### src/rtl/fft_frame_controller.sv
// Frame sequencer between the sample stream and FFT_Processor: buffers 16 samples, strobes new_t,
// captures the bins on done, and tracks timeouts/drops. Define FFT_CTRL_OVERLAP_EN for a shadow buffer.
module fft_frame_controller #(
    parameter int SAMPLE_W       = 16,
    parameter int TIMEOUT_CYCLES = 64
) (
    input  logic                   clk,
    input  logic                   reset,
    input  logic                   sample_valid,
    input  logic [SAMPLE_W-1:0]    sample_in,
    output logic                   fft_new_t,
    output logic [16*SAMPLE_W-1:0] fft_t_flat,
    input  logic                   fft_done,
    input  logic [16*SAMPLE_W-1:0] fft_f_flat,
    output logic [16*SAMPLE_W-1:0] spectrum_out,
    output logic                   frame_valid,
    output logic                   busy,
    output logic                   overrun,
    output logic [7:0]             drop_count,
    output logic                   timeout_err
);

    localparam int TMO_W = $clog2(TIMEOUT_CYCLES + 1);
    localparam logic [TMO_W-1:0] TMO_LAST = TMO_W'(TIMEOUT_CYCLES - 1);

    typedef enum logic [1:0] {
        S_FILL  = 2'd0,
        S_START = 2'd1,
        S_WAIT  = 2'd2
    } state_t;

    state_t                   state_q;
    logic [3:0]               wr_idx_q;
    logic [TMO_W-1:0]         tmo_cnt_q;
    logic                     fft_new_t_q;
    logic                     frame_valid_q;
    logic                     busy_q;
    logic                     overrun_q;
    logic [7:0]               drop_count_q;
    logic                     timeout_err_q;
    logic [16*SAMPLE_W-1:0]   spectrum_q;
    logic                     drop_s;

`ifdef FFT_CTRL_OVERLAP_EN
    logic [SAMPLE_W-1:0]      buf_q [2][16];
    logic                     act_sel_q;
    logic [3:0]               sh_idx_q;
    logic                     sh_full_q;
    logic                     sh_accept_s;
    logic [3:0]               sh_idx_d;
    logic                     sh_full_d;

    // Shadow-buffer acceptance while the FFT owns the active buffer; a full shadow drops the sample.
    always_comb begin
        drop_s      = 1'b0;
        sh_accept_s = 1'b0;
        sh_idx_d    = sh_idx_q;
        sh_full_d   = sh_full_q;
        if (busy_q && sample_valid) begin
            if (sh_full_q) begin
                drop_s = 1'b1;
            end else begin
                sh_accept_s = 1'b1;
                sh_idx_d    = sh_idx_q + 4'd1;
                sh_full_d   = (sh_idx_q == 4'd15);
            end
        end else begin
            drop_s = 1'b0;
        end
    end
`else
    logic [SAMPLE_W-1:0]      buf_q [16];

    // Without a shadow buffer every sample arriving while the FFT is busy is lost.
    always_comb begin
        drop_s = 1'b0;
        if (busy_q && sample_valid) begin
            drop_s = 1'b1;
        end else begin
            drop_s = 1'b0;
        end
    end
`endif

    // Frame FSM with all registered outputs.
    always_ff @(posedge clk) begin
        if (reset) begin
            state_q       <= S_FILL;
            wr_idx_q      <= 4'd0;
            tmo_cnt_q     <= '0;
            fft_new_t_q   <= 1'b0;
            frame_valid_q <= 1'b0;
            busy_q        <= 1'b0;
            overrun_q     <= 1'b0;
            drop_count_q  <= 8'd0;
            timeout_err_q <= 1'b0;
            spectrum_q    <= '0;
`ifdef FFT_CTRL_OVERLAP_EN
            act_sel_q     <= 1'b0;
            sh_idx_q      <= 4'd0;
            sh_full_q     <= 1'b0;
            for (int b = 0; b < 2; b++) begin
                for (int i = 0; i < 16; i++) begin
                    buf_q[b][i] <= '0;
                end
            end
`else
            for (int i = 0; i < 16; i++) begin
                buf_q[i] <= '0;
            end
`endif
        end else begin
            fft_new_t_q   <= 1'b0;
            frame_valid_q <= 1'b0;
            if (drop_s) begin
                overrun_q <= 1'b1;
                if (drop_count_q != 8'hFF) begin
                    drop_count_q <= drop_count_q + 8'd1;
                end
            end
`ifdef FFT_CTRL_OVERLAP_EN
            if (sh_accept_s) begin
                buf_q[~act_sel_q][sh_idx_q] <= sample_in;
            end
            sh_idx_q  <= sh_idx_d;
            sh_full_q <= sh_full_d;
`endif
            case (state_q)
                S_FILL: begin
                    if (sample_valid) begin
`ifdef FFT_CTRL_OVERLAP_EN
                        buf_q[act_sel_q][wr_idx_q] <= sample_in;
`else
                        buf_q[wr_idx_q] <= sample_in;
`endif
                        wr_idx_q <= wr_idx_q + 4'd1;
                        if (wr_idx_q == 4'd15) begin
                            state_q     <= S_START;
                            fft_new_t_q <= 1'b1;
                            busy_q      <= 1'b1;
                        end
                    end
                end
                S_START: begin
                    state_q   <= S_WAIT;
                    tmo_cnt_q <= '0;
                end
                S_WAIT: begin
                    // Done beats a coincident timeout; both end the frame the same way apart from capture.
                    if (fft_done || (tmo_cnt_q == TMO_LAST)) begin
                        if (fft_done) begin
                            spectrum_q    <= fft_f_flat;
                            frame_valid_q <= 1'b1;
                        end else begin
                            timeout_err_q <= 1'b1;
                        end
`ifdef FFT_CTRL_OVERLAP_EN
                        act_sel_q <= ~act_sel_q;
                        wr_idx_q  <= sh_idx_d;
                        sh_idx_q  <= 4'd0;
                        sh_full_q <= 1'b0;
                        if (sh_full_d) begin
                            state_q     <= S_START;
                            fft_new_t_q <= 1'b1;
                        end else begin
                            state_q <= S_FILL;
                            busy_q  <= 1'b0;
                        end
`else
                        state_q <= S_FILL;
                        busy_q  <= 1'b0;
`endif
                    end else begin
                        tmo_cnt_q <= tmo_cnt_q + TMO_W'(1);
                    end
                end
                default: begin
                    state_q <= S_FILL;
                    busy_q  <= 1'b0;
                end
            endcase
        end
    end

    for (genvar g = 0; g < 16; g++) begin : g_tflat
`ifdef FFT_CTRL_OVERLAP_EN
        assign fft_t_flat[SAMPLE_W*g +: SAMPLE_W] = buf_q[act_sel_q][g];
`else
        assign fft_t_flat[SAMPLE_W*g +: SAMPLE_W] = buf_q[g];
`endif
    end

    assign fft_new_t    = fft_new_t_q;
    assign frame_valid  = frame_valid_q;
    assign busy         = busy_q;
    assign overrun      = overrun_q;
    assign drop_count   = drop_count_q;
    assign timeout_err  = timeout_err_q;
    assign spectrum_out = spectrum_q;

endmodule

### config.mk
export PLATFORM = sky130hd
export DESIGN_NAME = fft_frame_controller
export DESIGN_NICKNAME = d
export VERILOG_FILES = /design/src/rtl/fft_frame_controller.sv
export SDC_FILE = /design/constraint.sdc
export NUM_CORES = 1
export LEC_CHECK = 0
export ABC_CLOCK_PERIOD_IN_PS = 2600
export CAP_MARGIN = 20
export CELL_PAD_IN_SITES_DETAIL_PLACEMENT = 0
export CELL_PAD_IN_SITES_GLOBAL_PLACEMENT = 1
export CORE_AREA = 2 2 315 317
export CTS_CLUSTER_SIZE = 30
export DETAILED_ROUTE_END_ITERATION = 6
export DIE_AREA = 0 0 317 319
export PLACE_DENSITY = 0.68
export SLEW_MARGIN = 20
export SYNTH_ARGS = -nofsm -noshare
export SYNTH_HDL_FRONTEND = slang
export SYNTH_SLANG_ARGS = --single-unit
### constraint.sdc
create_clock -name clk -period 2.6 [get_ports clk]
set_input_delay 0.26 -clock clk [delete_from_list [all_inputs] [get_ports clk]]
set_output_delay 0.26 -clock clk [all_outputs]
set_load 0.05 [all_outputs]
# Word level (Yosys, flattened, before mapping)
# Memories as Yosys holds them, arrays and structs flattened.
# Index checks and enable logic that the tools add are counted.
# word_totals
ram_bits,256
memories,1
ff_bits,282
wordCells,65
out_inout_bits,525
inputBits,276
# memory_table
memory,words,word_bits,rd,rd_clocked_by_memory_dff,wr,line,source
buf_q,16,16,16,0,16,72,logic [SAMPLE_W-1:0] buf_q [16];
# op_classes
bitwise_logic,6
n_addsub,3
mux,22
n_eq_ne,9
n_reduce_logical,14
# op_table
operator,n
$mux 16,1
$reduce_or 16->1,1
$pmux 7 s2,1
$mux 1,13
$reduce_and 3->1,3
$add 8x1->8 const B,1
$ne 2x2->1 const B,4
$ne 8x8->1 const B,1
$add 7x1->7 const B,1
$eq 7x6->1 const B,1
$mux 7,1
$mux 2,3
$not 1->1,6
$pmux 2 s3,1
$reduce_and 2->1,3
$reduce_or 3->1,2
$add 4x1->4 const B,1
$eq 4x4->1 const B,1
$mux 4,1
$reduce_and 4->1,1
$pmux 1 s3,1
$eq 2x1->1 const B,1
$eq 2x2->1 const B,1
$logic_not 2->1,1
other kinds (3),3

# Logic depth before layout (Yosys ltp)
# Gate-level depths: netlist of the first run.
# logic_depth
ltp_word,6
ltp_mapped,9
ltp_nobuf,6

# Worst setup path before layout of the first run
# Ideal clock, no wire load.
# synth_path
path_kind,reg-to-reg
startpoint,reg state_q[0]
endpoint,"mem buf_q[15][0], enable pin"
arrival_time_ps,2315
period_less_slack_ps,2727
setup_slack_ps,-127
required_time_ps,2189
path_stages_with_launch,7
cell_sequence,dfxtp_1 inv_1 ha_1 clkbuf_2 and3b_2 nand2_4 o21ai_0
# synth_rtl
element,line,source
"start, declared",32,state_t state_q;
"start signal, assigned",88,state_q <= S_FILL;
"start signal, assigned",138,state_q <= S_START;
"start signal, assigned",145,state_q <= S_WAIT;
"end, declared",72,

# Final worst setup path of the first run
# layout_path
startpoint,reg spectrum_q[205] (netlist: spectrum_out[205])
endpoint,out spectrum_out[205]
# layout_rtl
element,line,source
"start, declared",41,logic [16*SAMPLE_W-1:0] spectrum_q;
"start signal, assigned",152,spectrum_q <= fft_f_flat;
"end, declared",15,"output logic [16*SAMPLE_W-1:0] spectrum_out,"
# No word-level cell between the ends.

==> results.yml, run 1 <==
timing:
  final-hold-violation-count: 0
  rsz0062_at_grt: "no"
  worst_pin_slew_ns: 0.999
  slew_violations: 0
  shortest_period_the_worst_path_allows_ns: 2.23
  finalCritPeriodShare_pct: 85.6
  final.setup.tns_ns: 0
  max_freq_mhz: 449
  relSlewSlack_pct: 33.4
  setup_viol: 0
  fin_ws_ns: 0.373
  finalClockSkew_ns: 0.0309
floorplanning:
  die_w_um: 317
  die_h_um: 319
  die_area_mm2: 0.101
  rows: 115
  floorplan.initialDensity_pct: 20.2
  io-pin-count: 801
  core_area_mm2: 0.0977
global_route:
  groute.usage.overall_pct: 14.7
  grt_pass1_vias: 15431
  grt_overflow: 0
  grt_start_max_net_pins: 145
  grt_antenna_before_repair: 17
  grt_first_pass_wirelength_um: 109000
drt:
  route.detailed.drc: 0
  firstDrtPassIters: 5
  detail_route.wirelength_um: 77600
  wire_per_inst_um: 19.5
  drt.antenna.violating_nets: 0
  drt-initial-drc-count: 1067
  via_total_after_detailed_routing: 15990
  avgViaCountPerCell: 4.02
placed_design:
  gpl.final_weighted_congestion: 0.798
  dp_hpwl_um: 57800
  placement.io_buffers: 800
  dpl.cell_count: 3862
  dp_area_mm2: 0.0295
  place_worst_setup_slack_ns: 0.118
clocking:
  clockRootBuffer: "clkbuf_16"
  cts_htree_levels: 2
  clock_sink_count: 538
  clockBufferDepth: 3
  worst_skew_pair.late_latency_ns: 0.64
  cts_resized: 0
  clkSlewWorstSetupHoldPaths_ns: 0.06
  tritoncts: "done"
  number_of_clock_buffers_inserted_by_tritoncts: 59
cells_and_area:
  postLayoutCoreUtil_pct: 32.2
  area.sequential_mm2: 0.0133
  finish.instance_area_mm2: 0.0314
  design.final.nets: 2923
  fin_cells: 3974
  layout.filler_cells: 10005
  area_growth_pct: 59.2
  post_route_cells_drive_above_1_share_pct: 7.37
  multi_input_comb_area_mm2: 0.00585
logic_synthesis:
  synth_largest_type_area_fraction_pct: 39.0
  synth_sequential_area_ratio_pct: 67.6
  postSynthCellCount: 1839
  postSynth.topFlopCell: "dfxtp_1"
  synth_warnings: 0
  ys_seq_elements: 538
  synth_top_area_cells: "edfxtp_1, dfxtp_1, nand2_1"
  mappedNetlistArea_mm2: 0.0197
  number_of_flops_mapped_to_enable_cells_by_yosys: 256
  synth_most_common_cell: "nand2_1"
  synth.top_cells.by_count: "nand2_1, dfxtp_1, a21oi_1, and2_1, edfxtp_1"
  synth_async_sr_flop_share_pct: 0
  synth.lib_cells_used.distinct: 51
  postSynthAreaPerCell_um2: 10.7
  syn_nets: 2125
  area_leader_netlist: "edfxtp_1"
critical_path:
  cp.required_ns: 2.34
  crit_path_cell_trace: "clkdlybuf4s50_1"
  critical_path_class: "reg2out"
  critPathTopFamily: "buffers and inverters"
  path_buf_inv: 1
  critical-path-max-stage-delay_ns: 0.88
  critical_path.startpoint_type: "flop"
  end_kind: "primary output"
  critical_path.slowest_cell: "clkdlybuf4s50_1"
  critical_path_peak_fanout: 2
  worstPathArrival_ns: 1.97
power:
  cellLeakagePower_nw: 10.8
  ir_drop_mv: 0.445
  power.density_mw_per_mm2: 614
flow_run:
  max_cap_violations: 0
run_status:
  run_status: "finished clean"
hold_path:
  min-delay-path-class: "in2reg"
-- metrics by stage --
stage | hold slack, ns | power [mW]
after floorplan | 0.396 | 10.1
after global placement | 0.441 | 11.0
after detailed placement | 0.445 | 11.0
after CTS | 0.0969 | 19.6
after global routing | 0.117 | 20.0
final | 0.165 | 19.3
-- worst reg2reg max path, cell delays in order (launching register included) --
cell and delay (ns):
dfxtp_1 0.31, inv_1 0.11, ha_1 0.34, and3b_2 0.33
nand2_4 0.15, nor3_4 0.16, or2_2 0.40
-- state kept, by name, summed over array words and instances, names as in the netlist --
signal / cells
state_q: 2
frame_valid: 1
timeout_err: 1
spectrum_out: 256
drop_count: 8
tmo_cnt_q: 7
fft_new_t: 1
overrun: 1
buf_q: 256
wr_idx_q: 4
busy: 1
-- path summary, 6_finish.rpt --
path	cells past startpoint	startpoint	slack [ns]	end
worst max-delay path	1	spectrum_out[205]	0.37	spectrum_out[205]
worst min-delay path	3	fft_f_flat[75]	0.17	spectrum_out[75]
worst max register to register	6	state_q[1]	0.44	buf_q[3][14]
worst min register to register	2	spectrum_out[156]	0.45	spectrum_out[156]
-- what timing repair did --
action,4_1_cts,5_1_grt
buffers inserted,0,0
hold buffers,1,0
setup endpoints to repair,0,0
hold endpoints to repair,9,0
-- cells in the final DEF, fill, tap and decap left out, types with 6 or more instances in the layout --
cell	netlist	layout
a21oi_1	265	265
and2_1	257	256
buf_12	0	14
buf_4	4	54
clkbuf_1	75	10
clkbuf_16	0	60
clkbuf_8	0	6
clkdlybuf4s50_1	0	793
clkinv_1	0	10
clkinv_2	0	13
dfxtp_1	282	282
edfxtp_1	256	256
ha_1	10	10
inv_1	10	10
nand2_1	524	523
nand3_1	6	6
nor2_1	13	13
nor2_2	6	6
nor2_4	6	6
o21ai_1	0	8
-- kinds of logic after synthesis --
| logic type | synth area share [%] |
|---|---|
| adder cells (fa/ha/maj) | 0.634 |
| buffers and inverters | 2.93 |
| AND/OR/NAND/NOR | 20.5 |
| AO/OA/AOI/OAI | 8.01 |
| multiplexers | 0.108 |
| flip-flops | 67.6 |
| XOR/XNOR | 0.222 |
-- final cells by class --
class / instances / share of cell area (%)
Antenna cell: 1 / 0.00797
Clock buffer: 76 / 5.16
Clock inverter: 34 / 0.992
Timing Repair Buffer: 863 / 27.5
Multi-Input combinational cell: 1165 / 18.6
Sequential cell: 538 / 42.4
Tap cell: 1287 / 5.13
Inverter: 10 / 0.119
-- power by group --
group / internal [mW] / switching [mW]
clock network: 4.89 / 3.55
registers: 9.02 / 0.0672
logic: 0.695 / 1.05
-- metal layers --
metal  wire length (um)  track usage (%)
met1              29600             16.5
met2              37900             25.3
met3               7480             5.75
met4               2420             4.91
met5                160                0
Note: power is estimated with default switching activity, not from simulation.
==> inputs of run 2 (changes only) <==
SLEW_MARGIN = 10   (was 20)
==> results of run 2 <==
Same layout as run 1: the final DEF is identical, and so are final timing and power.
==> inputs of run 3 (changes only) <==
PLACE_DENSITY = not set   (was 0.68)
PLACE_DENSITY_LB_ADDON = 0.08   (was not set)
==> results.yml, run 3 (same netlist as run 1, synthesis figures left out) <==
timing:
  worst_pin_slew_ns: 1.38
  finalClockSkew_ns: 0.0139
  final-hold-violation-count: 0
  shortest_period_the_worst_path_allows_ns: 2.29
  slew_violations: 0
  finalCritPeriodShare_pct: 88.0
  rsz0062_at_grt: "no"
  max_freq_mhz: 437
  setup_viol: 0
  relSlewSlack_pct: 8.02
  fin_ws_ns: 0.313
drt:
  avgViaCountPerCell: 4.02
  wire_per_inst_um: 21.5
  drt-initial-drc-count: 815
  drt.antenna.violating_nets: 0
  via_total_after_detailed_routing: 15989
  route.detailed.drc: 0
  detail_route.wirelength_um: 85800
  firstDrtPassIters: 7
cells_and_area:
  area_growth_pct: 59.7
  fin_cells: 3980
  most_common_library_cell_in_the_layout_ignoring_fill_and_taps: "clkdlybuf4s50_1"
  design.final.nets: 2925
  most_used_cells_in_the_layout_excluding_fill_and_tap_cells: "clkdlybuf4s50_1, nand2_1, dfxtp_1"
  post_route_cells_drive_above_1_share_pct: 7.23
critical_path:
  critPathTopFamily: "buffers and inverters"
  total_number_of_cells_along_the_worst_setup_path: 1
  rr_endpoint: "spectrum_out[154]"
  path_buf_inv: 1
  critical_path.startpoint_type: "flop"
  startpoint_of_the_worst_slack_reg_to_reg_timing_path: "state_q[0]"
  crit_path_cell_trace: "clkdlybuf4s50_1"
  critical_path_class: "reg2out"
  critical_path_peak_fanout: 7
  critical_path.slowest_cell: "clkdlybuf4s50_1"
  worst_r2r_path_depth: 6
  setup.reg_to_reg.worst_slack_ns: 0.44
  end_kind: "primary output"
  cp.required_ns: 2.34
  critical-path-max-stage-delay_ns: 0.97
  worstPathArrival_ns: 2.03
clocking:
  number_of_clock_buffers_inserted_by_tritoncts: 69
  tritoncts: "done"
  clockRootBuffer: "clkbuf_16"
  worst_skew_pair.late_latency_ns: 0.62
  clkSlewWorstSetupHoldPaths_ns: 0.06
  clock_sink_count: 538
  cts_htree_levels: 3
  clockBufferDepth: 3
global_route:
  grt_antenna_before_repair: 22
  grt_pass1_vias: 16464
  grt_overflow: 0
  grt_start_max_net_pins: 209
  grt_first_pass_wirelength_um: 120000
  groute.usage.overall_pct: 16.5
hold_path:
  worst_hold_path_ep: "spectrum_out[138]"
  worstHoldStart: "fft_f_flat[138]"
  min-delay-path-class: "in2reg"
  whs_path_depth: 3
placed_design:
  gpl.final_weighted_congestion: 0.760
  dp_hpwl_um: 61800
  dpl.cell_count: 3854
  place_worst_setup_slack_ns: 0.389
  placement.io_buffers: 800
floorplanning:
  floorplan.initialDensity_pct: 20.2
  rows: 115
  io-pin-count: 801
  die_area_mm2: 0.101
  die_h_um: 319
  die_w_um: 317
  core_area_mm2: 0.0977
flow_run:
  max_cap_violations: 0
power:
  power.density_mw_per_mm2: 633
  cellLeakagePower_nw: 10.8
  ir_drop_mv: 0.386
run_status:
  run_status: "finished clean"
-- run 3: cell count changes in the layout (fill, tap and decap cells not counted), sizes merged --
cell           before  now
clkbuf             76   98
diode               1    8
bufinv              5    1
clkdlybuf4s50     793  799
buf                69   54
clkinv             24   13
clkinvlp            1    2
-- run 3: worst max-delay path by stage --
stage | startpoint | to | slack, ns
5_1_grt | state_q[0] | spectrum_out[147] | 0.17
2_1_floorplan | state_q[0] | buf_q[15][0] | -0.13
6_report | drop_count[3] | drop_count[3] | 0.31
4_1_cts | drop_count[3] | drop_count[3] | 0.25
3_3_place_gp | sample_valid | buf_q[0][15] | 0.39
3_5_place_dp | sample_valid | buf_q[0][8] | 0.39
-- run 3: routing by layer --
layer / GRT usage [%] / up-vias / part of all wire, %
met2: 28.2 / 617 / 49
met5: 0 / - / 0.17
li1: - / 7715 / -
met3: 7.36 / 132 / 10
met4: 6.76 / 22 / 3.4
met1: 17.6 / 7503 / 37
-- run 3: per-stage QoR --
step / TNS (ns) / hold slack, ns / area, um2 / util (%) / total power, mW
after floorplan: -11.50 / 0.396 / 19700 / - / 10.1
after global placement: 0 / 0.442 / 29400 / 30.1 / 11.1
after detailed placement: 0 / 0.446 / 29400 / 30.1 / 11.1
after CTS: 0 / 0.123 / 31500 / 32.2 / 20.4
after global routing: 0 / 0.156 / 31500 / 32.2 / 20.7
final: 0 / 0.187 / 31500 / 32.2 / 19.9
-- run 3: timing repair --
item,CTS,global route
hold endpoints to repair,1,0
setup buffers,0,0
hold buffers,1,0
resized for setup,0,0
-- run 3: layout make-up --
| type | count | area (um2) |
|---|---|---|
| clock buffer | 97 | 1930 |
| inverter | 10 | 37.5 |
| clock inverter | 20 | 168 |
| timing repair buffer | 855 | 8540 |
| antenna | 8 | 20.0 |
| sequential | 538 | 13300 |
| tap | 1287 | 1610 |
| fill | 9934 | 66200 |
| multi-input combinational | 1165 | 5870 |
-- run 3: report_power, final --
group,leakage (nW),internal [mW],total [mW],switching (mW)
sequential,4.92,9.03,9.08,0.0556
clock,1.03,5.29,9.09,3.80
combinational,4.90,0.695,1.78,1.08
